==> src/rtl/mem_stage.sv <==
// -----------------------------------------------------------------------------
// mem_stage
//
// Memory-access stage of the multi-cycle MIPS pipeline. Sits between the
// EX/MEM register and the WB control register. Non-memory instructions pass
// their ALU result straight to WB with one cycle of latency. Word loads and
// stores run against a handshaked data memory. A two-state FSM (IDLE/BUSY)
// drives the bus and stalls upstream while an access is in flight.
//
// Optional feature: define MEM_TIMEOUT_EN to abort a BUSY access that sees
// no dmem_ack for TIMEOUT cycles. The abort pulses bus_err. Without the
// macro, BUSY waits indefinitely and bus_err is tied low.
//
// Parameters
//   DATA_W   data / address width
//   TIMEOUT  BUSY cycles without ack before abort (MEM_TIMEOUT_EN only)
//
// Ports
//   clk, reset        clock; synchronous active-high reset
//   flush             squash the current and pending write-back
//   valid_in          EX/MEM holds a valid instruction
//   mem_read_in       load word
//   mem_write_in      store word
//   mem_to_reg_in     write-back control
//   wr_reg_in         write-back control
//   alu_result_in     ALU result / effective address
//   store_data_in     store data
//   wr_addr_in        destination register
//   stall_out         upstream must hold EX/MEM (high in every BUSY cycle)
//   dmem_req          memory request, registered
//   dmem_we           memory write enable, registered
//   dmem_addr         memory address, registered
//   dmem_wdata        memory write data, registered
//   dmem_rdata        memory read data (valid with dmem_ack)
//   dmem_ack          access complete
//   valid_out         to WB stage
//   mem_to_reg_out    to WB stage
//   wr_reg_out        to WB stage
//   read_data_out     to WB mux
//   alu_result_out    to WB mux
//   wr_addr_out       to WB stage
//   misalign_err      one-cycle error pulse
//   bus_err           one-cycle error pulse
// -----------------------------------------------------------------------------
module mem_stage #(
    parameter int DATA_W  = 32,
    parameter int TIMEOUT = 15
) (
    input  logic              clk,
    input  logic              reset,
    input  logic              flush,
    input  logic              valid_in,
    input  logic              mem_read_in,
    input  logic              mem_write_in,
    input  logic              mem_to_reg_in,
    input  logic              wr_reg_in,
    input  logic [DATA_W-1:0] alu_result_in,
    input  logic [DATA_W-1:0] store_data_in,
    input  logic [4:0]        wr_addr_in,
    output logic              stall_out,
    output logic              dmem_req,
    output logic              dmem_we,
    output logic [DATA_W-1:0] dmem_addr,
    output logic [DATA_W-1:0] dmem_wdata,
    input  logic [DATA_W-1:0] dmem_rdata,
    input  logic              dmem_ack,
    output logic              valid_out,
    output logic              mem_to_reg_out,
    output logic              wr_reg_out,
    output logic [DATA_W-1:0] read_data_out,
    output logic [DATA_W-1:0] alu_result_out,
    output logic [4:0]        wr_addr_out,
    output logic              misalign_err,
    output logic              bus_err
);

    typedef enum logic {
        IDLE = 1'b0,
        BUSY = 1'b1
    } state_t;

    state_t state, state_next;

    // Decoded actions for the current cycle
    logic mem_op;
    logic aligned;
    logic do_pass;
    logic do_start;
    logic do_misalign;
    logic do_complete;
    logic do_abort;
    logic timeout_hit;

    // Instruction captured at the start of an access
    logic              cap_read;
    logic              cap_mem_to_reg;
    logic              cap_wr_reg;
    logic [DATA_W-1:0] cap_alu_result;
    logic [4:0]        cap_wr_addr;

    // Set by a flush seen while BUSY; kills the write-back on completion
    logic squash;
    logic squash_eff;

    assign stall_out  = (state == BUSY);
    assign squash_eff = squash | flush;

    // ---------------- FSM state register ----------------
    always_ff @(posedge clk) begin
        if (reset) begin
            state <= IDLE;
        end else begin
            state <= state_next;
        end
    end

    // ---------------- FSM next state / action decode ----------------
    always_comb begin
        state_next  = state;
        mem_op      = mem_read_in | mem_write_in;
        aligned     = (alu_result_in[1:0] == 2'b00);
        do_pass     = 1'b0;
        do_start    = 1'b0;
        do_misalign = 1'b0;
        do_complete = 1'b0;
        do_abort    = 1'b0;

        case (state)
            IDLE: begin
                // A flush in IDLE turns this cycle into a bubble.
                if (valid_in && !flush) begin
                    if (!mem_op) begin
                        do_pass = 1'b1;
                    end else if (aligned) begin
                        do_start   = 1'b1;
                        state_next = BUSY;
                    end else begin
                        do_misalign = 1'b1;
                    end
                end
            end
            BUSY: begin
                // An ack arriving in the timeout cycle takes priority.
                if (dmem_ack) begin
                    do_complete = 1'b1;
                    state_next  = IDLE;
                end else if (timeout_hit) begin
                    do_abort   = 1'b1;
                    state_next = IDLE;
                end
            end
            default: begin
                state_next = IDLE;
            end
        endcase
    end

    // ---------------- Capture registers (data only, no reset) ----------------
    always_ff @(posedge clk) begin
        if (do_start) begin
            cap_read       <= mem_read_in;
            cap_mem_to_reg <= mem_to_reg_in;
            cap_wr_reg     <= wr_reg_in;
            cap_alu_result <= alu_result_in;
            cap_wr_addr    <= wr_addr_in;
        end
    end

    // ---------------- Bus and write-back output registers ----------------
    always_ff @(posedge clk) begin
        if (reset) begin
            dmem_req       <= 1'b0;
            dmem_we        <= 1'b0;
            dmem_addr      <= '0;
            dmem_wdata     <= '0;
            valid_out      <= 1'b0;
            mem_to_reg_out <= 1'b0;
            wr_reg_out     <= 1'b0;
            read_data_out  <= '0;
            alu_result_out <= '0;
            wr_addr_out    <= '0;
            misalign_err   <= 1'b0;
            squash         <= 1'b0;
        end else begin
            // Default: bubble to WB, no error pulse.
            valid_out      <= 1'b0;
            mem_to_reg_out <= 1'b0;
            wr_reg_out     <= 1'b0;
            misalign_err   <= 1'b0;

            if (do_pass) begin
                valid_out      <= 1'b1;
                mem_to_reg_out <= mem_to_reg_in;
                wr_reg_out     <= wr_reg_in;
                alu_result_out <= alu_result_in;
                wr_addr_out    <= wr_addr_in;
            end

            // Misaligned access: no bus cycle, retire with no register write.
            if (do_misalign) begin
                valid_out      <= 1'b1;
                misalign_err   <= 1'b1;
                alu_result_out <= alu_result_in;
                wr_addr_out    <= wr_addr_in;
            end

            if (do_start) begin
                dmem_req   <= 1'b1;
                dmem_we    <= mem_write_in;
                dmem_addr  <= alu_result_in;
                dmem_wdata <= store_data_in;
                squash     <= 1'b0;
            end

            // The bus access is never cut short by flush; only WB is killed.
            if (state == BUSY && flush) begin
                squash <= 1'b1;
            end

            if (do_complete) begin
                dmem_req       <= 1'b0;
                dmem_we        <= 1'b0;
                valid_out      <= !squash_eff;
                mem_to_reg_out <= cap_mem_to_reg & !squash_eff;
                wr_reg_out     <= cap_wr_reg & !squash_eff;
                alu_result_out <= cap_alu_result;
                wr_addr_out    <= cap_wr_addr;
                if (cap_read) begin
                    read_data_out <= dmem_rdata;
                end
                squash <= 1'b0;
            end

            if (do_abort) begin
                dmem_req       <= 1'b0;
                dmem_we        <= 1'b0;
                valid_out      <= !squash_eff;
                alu_result_out <= cap_alu_result;
                wr_addr_out    <= cap_wr_addr;
                squash         <= 1'b0;
            end
        end
    end

`ifdef MEM_TIMEOUT_EN
    localparam int CNT_W = $clog2(TIMEOUT + 1);

    logic [CNT_W-1:0] busy_cnt;

    // Counts BUSY cycles without ack; hitting TIMEOUT-1 here means this is
    // the TIMEOUT-th such cycle, so the abort lands on this edge.
    assign timeout_hit = (state == BUSY) && (busy_cnt == CNT_W'(TIMEOUT - 1));

    always_ff @(posedge clk) begin
        if (reset) begin
            busy_cnt <= '0;
            bus_err  <= 1'b0;
        end else begin
            bus_err <= do_abort;
            if (do_start) begin
                busy_cnt <= '0;
            end else if (state == BUSY && !dmem_ack) begin
                busy_cnt <= busy_cnt + CNT_W'(1);
            end
        end
    end
`else
    assign timeout_hit = 1'b0;
    assign bus_err     = 1'b0;
`endif

endmodule
==> config.mk <==
export PLATFORM = sky130hd
export DESIGN_NAME = mem_stage
export DESIGN_NICKNAME = d
export VERILOG_FILES = /design/src/rtl/mem_stage.sv
export SDC_FILE = /design/constraint.sdc
export NUM_CORES = 1
export LEC_CHECK = 0
export CAP_MARGIN = 10
export CORE_ASPECT_RATIO = 0.5
export CORE_MARGIN = 1
export CORE_UTILIZATION = 40
export DETAILED_ROUTE_END_ITERATION = 8
export DONT_BUFFER_PORTS = 1
export PLACE_DENSITY_LB_ADDON = 0.3
export SYNTH_ARGS = -nofsm -noshare
export SYNTH_HDL_FRONTEND = slang
export SYNTH_SLANG_ARGS = --single-unit
export TNS_END_PERCENT = 20
==> constraint.sdc <==
create_clock -name clk -period 2.5 [get_ports clk]
set_input_delay 0.125 -clock clk [delete_from_list [all_inputs] [get_ports clk]]
set_output_delay 0.125 -clock clk [all_outputs]
set_load 0.1 [all_outputs]
==> metrics.txt, run 1 <==
clock sink total=181; status=finished clean; Mapped Avg Cell Area=9.71 um2; R2R setup slack=0.15 ns; Gate Count Post-Synth=704; Initial Util=41.3%; Slew headroom=34.0%; setup ws final=0.154 ns; ys flop type=dfxtp_1; Vias=5824; Simple-Gate Fraction of Synth Area=12.2%; Leak=3.82 nW; Worst VDD drop=0.512 mV; drt wl/cell=15.7 um; GP Congestion=0.723; num ports=251; gr ovfl total=0; adder-cell share of the synthesized area=0%; Worst EP required=2.79 ns; Synth Register Bits=181; Post-Place Worst Slack=0.584 ns; Antenna diodes=0; Cell Area, Synth=6830 um2; CP Capture Point=alu_result_out[12]; slowest stage delay, CP=0.59 ns; CP top delay family=buffers and inverters; DRC errors left=0; reg-to-reg critical path startpoint=stall_out; RSZ-0062 raised after global routing=false; Cells after DPL=1020; combinational family with the most area after synthesis=compound AO/OA/AOI/OAI gates; Seq/Total Area, Yosys=58.9%; Core Area=16600 um2; total power=0.00681 W; Area Overhead vs Synth=45.1%; post-synthesis xor/xnor area fraction=0%; post-synth cell types=30; multiplexer share of the synthesized area=6.10%; FP Rows=33; vias in the first global route=5690; Synth async-reset ratio=0%; H-tree levels=4; Worst R2R End=alu_result_out[12]; first-pass GRT wire length=28900 um; Post-synth EDFFs=40; largest net degree at the start of global routing=119; Routed Antenna Nets=0; Tightest Pin Transition=0.989 ns; Worst setup EP type=flip-flop; period utilization=93.8%; clock tree buffer depth=2; CTS tree=built; pwr dens=687 nW/um2; Crit Path Max Fanout=58; Synthesized Nets=814; Final Max Tran Viols=0; Critical Path Start Type=flip-flop; cts bufs inserted=17; final core occ=59.9%; Starting DRT DRC Count=264; Worst path depth=6; Setup Total Neg Slack=0 ns; Clock Pin Slew Worst Setup and Hold Paths=0.07 ns; CP Class=reg -> reg; non-filler cells, final=1185; Root Buffer Master=clkbuf_16; share of layout cells above drive strength 1=26.0%; HPWL after detailed placement=10600 um; Worst-Skew Late Latency=0.42 ns; Cell Chain, Critical Path=nand2_2 > buf_4 > mux2_2 > a21oi_1 > a211oi_2 > dlygate4sd3_1; critical path buffer and inverter count=2; crit path launch=stall_out; Vias/cell=4.91; Synth Area in Compound Gates=16.9%; HP Class=in -> reg; Routed WL=18700 um; MaxCap Viol Count=0; crit path DAT=2.64 ns; Clock Skew=0.0131 ns; Die Wd=187 um; die area=17600 um2; Final setup viols=0; Ys Warns=0; antenna violations before repair=0; Fin. Hold Viols=0; total global-route track usage=20.7%; DIE HEIGHT=94.4 um; reg2reg path depth=6; fin crit period=2.35 ns; 1st-pass router iterations=4; PortBufs=0; max frequency=426 MHz; Critical-path top delay cell=dlygate4sd3_1; # nets final=1055
synth_stat cells (5+ instances only):
master    count  area, um2
a211oi_1      7       52.6
a211oi_2     30        375
a21oi_1     136        681
buf_1         7       26.3
buf_6         5       56.3
clkbuf_1     38        143
dfxtp_1     141       2820
edfxtp_1     40       1200
inv_1        39        146
mux2_2       37        417
nand2_1     190        713
nor2_1        5       18.8
final cells by class:
type	count	area, um2
timing repair buffer	277	2450
clock buffer	18	450
sequential	181	4020
fill	1369	6640
clock inverter	14	130
tap	227	284
multi-input combinational	429	2420
inverter	39	149
worst min-delay path, stage by stage:
cell and delay (ns):
a31oi_1 0.06, o21ai_0 0.15, a21oi_1 0.06
placed cells by master (no fill, tap or decap):
cell           netlist  layout
inv_1               39      38
nor3b_1              3       3
clkinv_2             0       1
buf_16               0       1
a21o_1               1       1
conb_1               1       1
dlygate4sd3_1        0     132
nand3_2              0       1
clkinv_1             0       1
a22oi_1              2       2
clkinv_4             0       2
or3b_4               1       1
nand2_2              0       1
a211oi_2            30      30
a21oi_1            136     136
and3_1               1       1
clkbuf_16            0      18
a31oi_1              1       1
or3_1                1       1
inv_8                0       4
nor2_1               5       5
mux2_2              37      37
nand2b_1             1       1
a2111oi_0            1       1
nand2_1            190     189
buf_12               0       2
edfxtp_1            40      40
o21ai_0              2       2
nor4_1               2       2
buf_4                1     142
a211oi_1             7       7
inv_4                0       1
and2_4               0       1
nor3_1               1       1
nand3_1              4       3
clkinvlp_4           0       1
clkinv_8             0       1
inv_6                0       4
dfxtp_1            141     141
or2_2                1       1
cell families after synthesis:
logic type             Yosys count
buffers and inverters           94
other                            1
AND/OR/NAND/NOR                211
multiplexers                    37
AO/OA/AOI/OAI                  180
flip-flops                     181
where the power goes:
part	leakage, nW	total [W]	internal (W)	switching [W]
Sequential	1.51	0.00310	0.00307	0.0000359
Clock	0.285	0.00264	0.00138	0.00126
Combinational	2.02	0.00106	0.000328	0.000735
Total	3.82	0.00681	0.00478	0.00203
metrics by stage:
step / cell area [um2] / hold slack [ns]
floorplan: 6840 / 0.224
global placement: 7980 / 0.207
detailed placement: 7980 / 0.208
CTS: 9910 / 0.00413
global route: 9910 / 0.0391
finish: 9910 / 0.0325
routing by layer:
metal	GRT usage [%]	up-vias	wire length (um)	share of wire [%]
met4	7.31	0	316	1.7
met1	24.6	2785	7990	43
met2	37.2	163	9500	51
met5	0	-	0	0
li1	-	2850	-	-
met3	4.91	26	852	4.6
worst min-delay path by stage:
stage                                 from            endpoint  slack [ns]  depth (start not counted)
final                             valid_in             dmem_we        0.03                          3
after global routing              valid_in             dmem_we        0.04                          3
after CTS                         valid_in             dmem_we       0.004                          3
after detailed placement             reset  alu_result_out[13]        0.21                          1
after global placement               reset  alu_result_out[13]        0.21                          1
after floorplan           alu_result_in[0]   cap_alu_result[0]        0.22                          0
repair_timing:
action / 4_1_cts / 5_1_grt
buffers inserted: 0 / 0
endpoints found under the hold margin: 181 / 0
resized for setup: 0 / 1
setup endpoints to repair: 0 / 19
hold buffers: 133 / 0
No activity file was read; power rests on OpenSTA's default activity.
==> run 2, diff against run 1 <==
--- a/config.mk
+++ b/config.mk
@@ -12,6 +12,7 @@
 export DETAILED_ROUTE_END_ITERATION = 8
 export DONT_BUFFER_PORTS = 1
 export PLACE_DENSITY_LB_ADDON = 0.3
+export SETUP_SLACK_MARGIN = 0.2
 export SYNTH_ARGS = -nofsm -noshare
 export SYNTH_HDL_FRONTEND = slang
 export SYNTH_SLANG_ARGS = --single-unit
==> run 2 against run 1 <==
Routed wire length rose by 0.69%. Clock power fell by 3%. Critical path type unchanged. Via count shrank 0.21%. Critical endpoint is now read_data_out[3]. Worst setup slack better by 0.099 ns. Global-route usage shrank 0.16 points. Final cell count up 0.59%. First-iteration DRC count rose by 17%. Core utilization increased by 0.27 points. Count of clock-buffer cells in the layout decreased by 1. Die area did not move.
==> metrics.txt, run 2 (synthesis results as in run 1) <==
Worst-Skew Late Latency=0.43 ns (about the same); Routed Antenna Nets=0 (unchanged); Slew headroom=28.0% (-5.9 points); Root Buffer Master=clkbuf_16; Worst R2R End=read_data_out[3]; slowest stage delay, CP=0.57 ns (-0.02 ns); Final setup viols=0 (unchanged); first-pass GRT wire length=28600 um (-1.3%); num ports=251 (unchanged); largest net degree at the start of global routing=91 (-24%); period utilization=89.9% (-3.9 points); Initial Util=41.3% (unchanged); dpl cell area=7990 um2 (+0.14%); DRC errors left=0 (unchanged); gr ovfl total=0 (unchanged); Final Max Tran Viols=0 (unchanged); MaxCap Viol Count=0 (unchanged); CTS tree=built; Critical Path Start Type=flip-flop; FP Rows=33 (unchanged); 1st-pass router iterations=4 (unchanged); reg2reg path depth=6 (unchanged); Cells after DPL=1020 (unchanged); crit path DAT=2.61 ns (-0.03 ns); HPWL after detailed placement=10500 um (-1.7%); crit-path most repeated cell=buf_4; critical path buffer and inverter count=3 (+1); Clock Skew=0.0171 ns (+0.00398 ns); Fillers=1348 (-1.5%); antenna violations before repair=3 (+3); Worst VDD drop=0.468 mV (-8.6%); non-filler cells, final=1192 (+0.59%); design area=9960 um2 (+0.45%); Worst EP required=2.87 ns (+0.08 ns); vias in the first global route=5583 (-1.9%); Setup Total Neg Slack=0 ns (unchanged); Setup Fix Bufs, Post-CTS=0 (unchanged); Core Area=16600 um2 (unchanged); Cell Chain, Critical Path=buf_4 > and3_1 > buf_4 > nand2_1 > a21oi_1 > dlygate4sd3_1; drt wl/cell=15.8 um (+0.10%); clock tree buffer depth=2 (unchanged); crit path launch=stall_out; fin crit period=2.25 ns (-0.0986 ns); most common cell after layout, fill and taps aside=nand2_1; total power=0.00667 W (-2.0%); Critical-path top delay cell=dlygate4sd3_1; R2R setup slack=0.25 ns (+0.10 ns); # nets final=1059 (+0.38%); share of layout cells above drive strength 1=26.1% (+0.10 points); CP top delay family=buffers and inverters; Starting DRT DRC Count=308 (+17%); Clock Pin Slew Worst Setup and Hold Paths=0.08 ns (about the same); Worst path depth=6 (unchanged); Area Overhead vs Synth=45.7%; CP Capture Point=read_data_out[3]; DIE HEIGHT=94.4 um (unchanged); HP Class=in -> reg; Fin. Hold Viols=0 (unchanged); setup ws final=0.253 ns (+0.0986 ns); status=finished clean; clock sink total=181 (unchanged); Vias/cell=4.88 (-0.79%); Routed WL=18800 um (+0.69%); Post-Place Worst Slack=0.484 ns (-0.0996 ns); GP Congestion=0.761 (+5.3%); PortBufs=0 (unchanged); reg-to-reg critical path startpoint=stall_out; RSZ-0062 raised after global routing=true; cts bufs inserted=17 (unchanged); most frequent cells in the layout=nand2_1, dfxtp_1, buf_4, a21oi_1, dlygate4sd3_1; H-tree levels=4 (unchanged); Crit Path Max Fanout=32 (-45%); pwr dens=670 nW/um2 (-2.4%); die area=17600 um2 (unchanged); Die Wd=187 um (unchanged); CP Class=reg -> reg; total global-route track usage=20.5% (-0.16 points); Tightest Pin Transition=1.08 ns (+0.0905 ns); Vias=5812 (-0.21%); max frequency=445 MHz (+4.4%); Leak=3.93 nW (+2.9%); Worst setup EP type=flip-flop
[run 2: cell type report]
class | instances | area [um2] | share of cell area, %
Sequential cell | 181 | 4020 | 40.4
Antenna cell | 3 | 7.51 | 0.0754
Clock buffer | 17 | 425 | 4.27
Clock inverter | 15 | 130 | 1.31
Multi-Input combinational cell | 429 | 2420 | 24.3
Timing Repair Buffer | 281 | 2510 | 25.2
Tap cell | 227 | 284 | 2.85
Inverter | 39 | 151 | 1.52
[run 2: power by group]
part           leakage (nW)  switching [W]  total [W]  internal (W)
Clock                 0.281        0.00124    0.00256       0.00132
Sequential             1.51      0.0000360    0.00310       0.00307
Combinational          2.14       0.000717    0.00100      0.000287
[run 2: worst min-delay path by stage]
stage | from | end | depth (start not counted)
2_1_floorplan | alu_result_in[0] | cap_alu_result[0] | 0
3_3_place_gp | reset | alu_result_out[18] | 1
3_5_place_dp | reset | dmem_addr[22] | 1
4_1_cts | valid_in | dmem_we | 3
5_1_grt | valid_in | dmem_we | 3
6_report | flush | mem_to_reg_out | 3
[run 2: what timing repair did]
item | CTS | global route
endpoints found under the setup margin | 0 | 42
hold buffers | 137 | 0
resized for setup | 0 | 4
hold endpoints to repair | 181 | 0
[run 2: per-layer routing]
metal	wire (um)	global-route usage, %	share of wire, %
met4	150	5.53	0.80
met5	0	0	0
met1	7920	24.1	42
met3	1180	6.21	6.3
met2	9530	36.9	51
[run 2: per-stage QoR]
stage,util (%),hold WS [ns]
finish,60.1,0.0401
global route,60.1,0.0550
CTS,60.0,0.00533
detailed placement,48.3,0.206
global placement,48.3,0.202
floorplan,-,0.224
[run 2: worst register-to-register path: stages, from the launching register on]
cell	delay, ns
dfxtp_1	0.46
buf_4	0.39
and3_1	0.21
buf_4	0.31
nand2_1	0.11
a21oi_1	0.15
dlygate4sd3_1	0.57
==> run 3, diff against run 2 <==
--- a/config.mk
+++ b/config.mk
@@ -12,6 +12,7 @@
 export DETAILED_ROUTE_END_ITERATION = 8
 export DONT_BUFFER_PORTS = 1
 export PLACE_DENSITY_LB_ADDON = 0.3
+export RECOVER_POWER = 100
 export SETUP_SLACK_MARGIN = 0.2
 export SYNTH_ARGS = -nofsm -noshare
 export SYNTH_HDL_FRONTEND = slang
==> run 3 against run 2 <==
Global-route usage unchanged. Critical path depth grew 1. Clock power is essentially flat. Non-clock buffer count is the same. Largest cell class unchanged.
==> metrics.txt, run 3 (synthesis results as in run 1) <==
status=finished clean; Critical Path Start Type=flip-flop; fin crit period=2.36 ns (+0.116 ns); DIE HEIGHT=94.4 um (unchanged); FP Rows=33 (unchanged); Crit Path Max Fanout=32 (unchanged); Worst Hold Launch=flush; Worst-Skew Late Latency=0.43 ns (about the same); Starting DRT DRC Count=335 (+8.8%); Setup Total Neg Slack=0 ns (unchanged); 1st-pass router iterations=5 (+1); Worst setup EP type=flip-flop; R2R setup slack=0.14 ns (-0.12 ns); GP Congestion=0.761 (unchanged); total global-route track usage=20.5% (unchanged); Worst EP required=2.86 ns (about the same); Routed Antenna Nets=0 (unchanged); Vias/cell=4.87 (-0.15%); Routed WL=18600 um (-0.82%); Worst VDD drop=0.472 mV (+0.82%); hold depth=3 (unchanged); crit path DAT=2.72 ns (+0.11 ns); first-pass GRT wire length=28600 um (unchanged); Final setup viols=0 (unchanged); non-filler cells, final=1192 (unchanged); gr ovfl total=0 (unchanged); Leak=3.32 nW (-16%); num ports=251 (unchanged); Initial Util=41.3% (unchanged); antenna violations before repair=3 (unchanged); Final Max Tran Viols=0 (unchanged); reg-to-reg critical path startpoint=stall_out; vias in the first global route=5583 (unchanged); max frequency=423 MHz (-4.9%); CP Class=reg -> reg; die area=17600 um2 (unchanged); HPWL after detailed placement=10500 um (unchanged); share of layout cells above drive strength 1=8.52% (-18 points); Clock Skew=0.0147 ns (-0.00242 ns); CTS tree=built; Clock Pin Slew Worst Setup and Hold Paths=0.07 ns (about the same); period utilization=94.5% (+4.6 points); cts bufs inserted=17 (unchanged); Core Area=16600 um2 (unchanged); most common cell after layout, fill and taps aside=nand2_1; pwr dens=709 nW/um2 (+5.8%); H-tree levels=4 (unchanged); Slew headroom=9.68% (-18 points); # nets final=1059 (unchanged); Tightest Pin Transition=1.35 ns (+0.275 ns); Fin. Hold Viols=0 (unchanged); Area Overhead vs Synth=35.9%; clock tree buffer depth=2 (unchanged); Worst Hold End=mem_to_reg_out; drt wl/cell=15.6 um (-0.82%); clock sink total=181 (unchanged); Die Wd=187 um (unchanged); Root Buffer Master=clkbuf_16; DRC errors left=0 (unchanged); most frequent cells in the layout=nand2_1, dfxtp_1, a21oi_1, dlygate4sd3_1, clkbuf_1; HP Class=in -> reg; Worst R2R End=dmem_addr[2]; RSZ-0062 raised after global routing=true; Cells after DPL=1020 (unchanged); MaxCap Viol Count=0 (unchanged); PortBufs=0 (unchanged); Vias=5803 (-0.15%); largest net degree at the start of global routing=91 (unchanged); reg2reg path depth=7 (+1)
[run 3: worst max-delay path by stage]
stage               from            endpoint  slack [ns]  cells past startpoint
6_report       stall_out        dmem_addr[2]        0.14                      7
4_1_cts        stall_out      dmem_wdata[23]        0.22                      7
2_1_floorplan  stall_out  alu_result_out[10]        0.29                      7
5_1_grt        stall_out        dmem_addr[2]        0.11                      7
3_5_place_dp   stall_out  alu_result_out[31]        0.48                      3
3_3_place_gp   stall_out      wr_addr_out[3]        0.54                      3
[run 3: layer usage]
metal	vias to the layer above	share of wire, %	track usage, %
li1	2864	-	-
met1	2747	42	24.1
met2	176	51	36.9
met3	16	6.4	6.21
met4	0	0.90	5.53
met5	-	0	0
[run 3: final cells by class]
type                       count  area (um2)
sequential                   181        4020
clock buffer                  17         425
multi-input combinational    429        2260
antenna                        3        7.51
timing repair buffer         281        2000
fill                        1510        7270
inverter                      39         151
tap                          227         284
clock inverter                15         130
[run 3: power breakdown]
| part | internal [W] | switching [W] | total, W |
|---|---|---|---|
| Sequential | 0.00307 | 0.0000341 | 0.00310 |
| Clock | 0.00132 | 0.00124 | 0.00256 |
| Combinational | 0.000219 | 0.000700 | 0.000919 |
[run 3: worst max-delay path: stages (launching register included)]
cell           delay (ns)
dfxtp_1              0.37
nor3b_1              0.40
nand3_2              0.19
inv_6                0.25
buf_12               0.25
nand2_1              0.09
a21oi_1              0.15
dlygate4sd3_1        0.59
[run 3: what timing repair did]
item	4_1_cts	5_1_grt
endpoints found under the setup margin	0	42
hold buffers	137	0
buffers inserted	0	0
hold endpoints to repair	181	0
resized for setup	0	4
[run 3: through the flow]
stage	utilization, %	hold WS (ns)	power, W	worst slack (ns)	instance area, um2
detailed placement	48.3	0.206	0.00401	0.484	7990
finish	56.1	0.0376	0.00658	0.137	9290
global route	56.1	0.0633	0.00681	0.115	9290
CTS	60.0	0.00533	0.00672	0.219	9940
global placement	48.3	0.202	0.00400	0.544	7990
floorplan	-	0.224	0.00390	0.285	6840
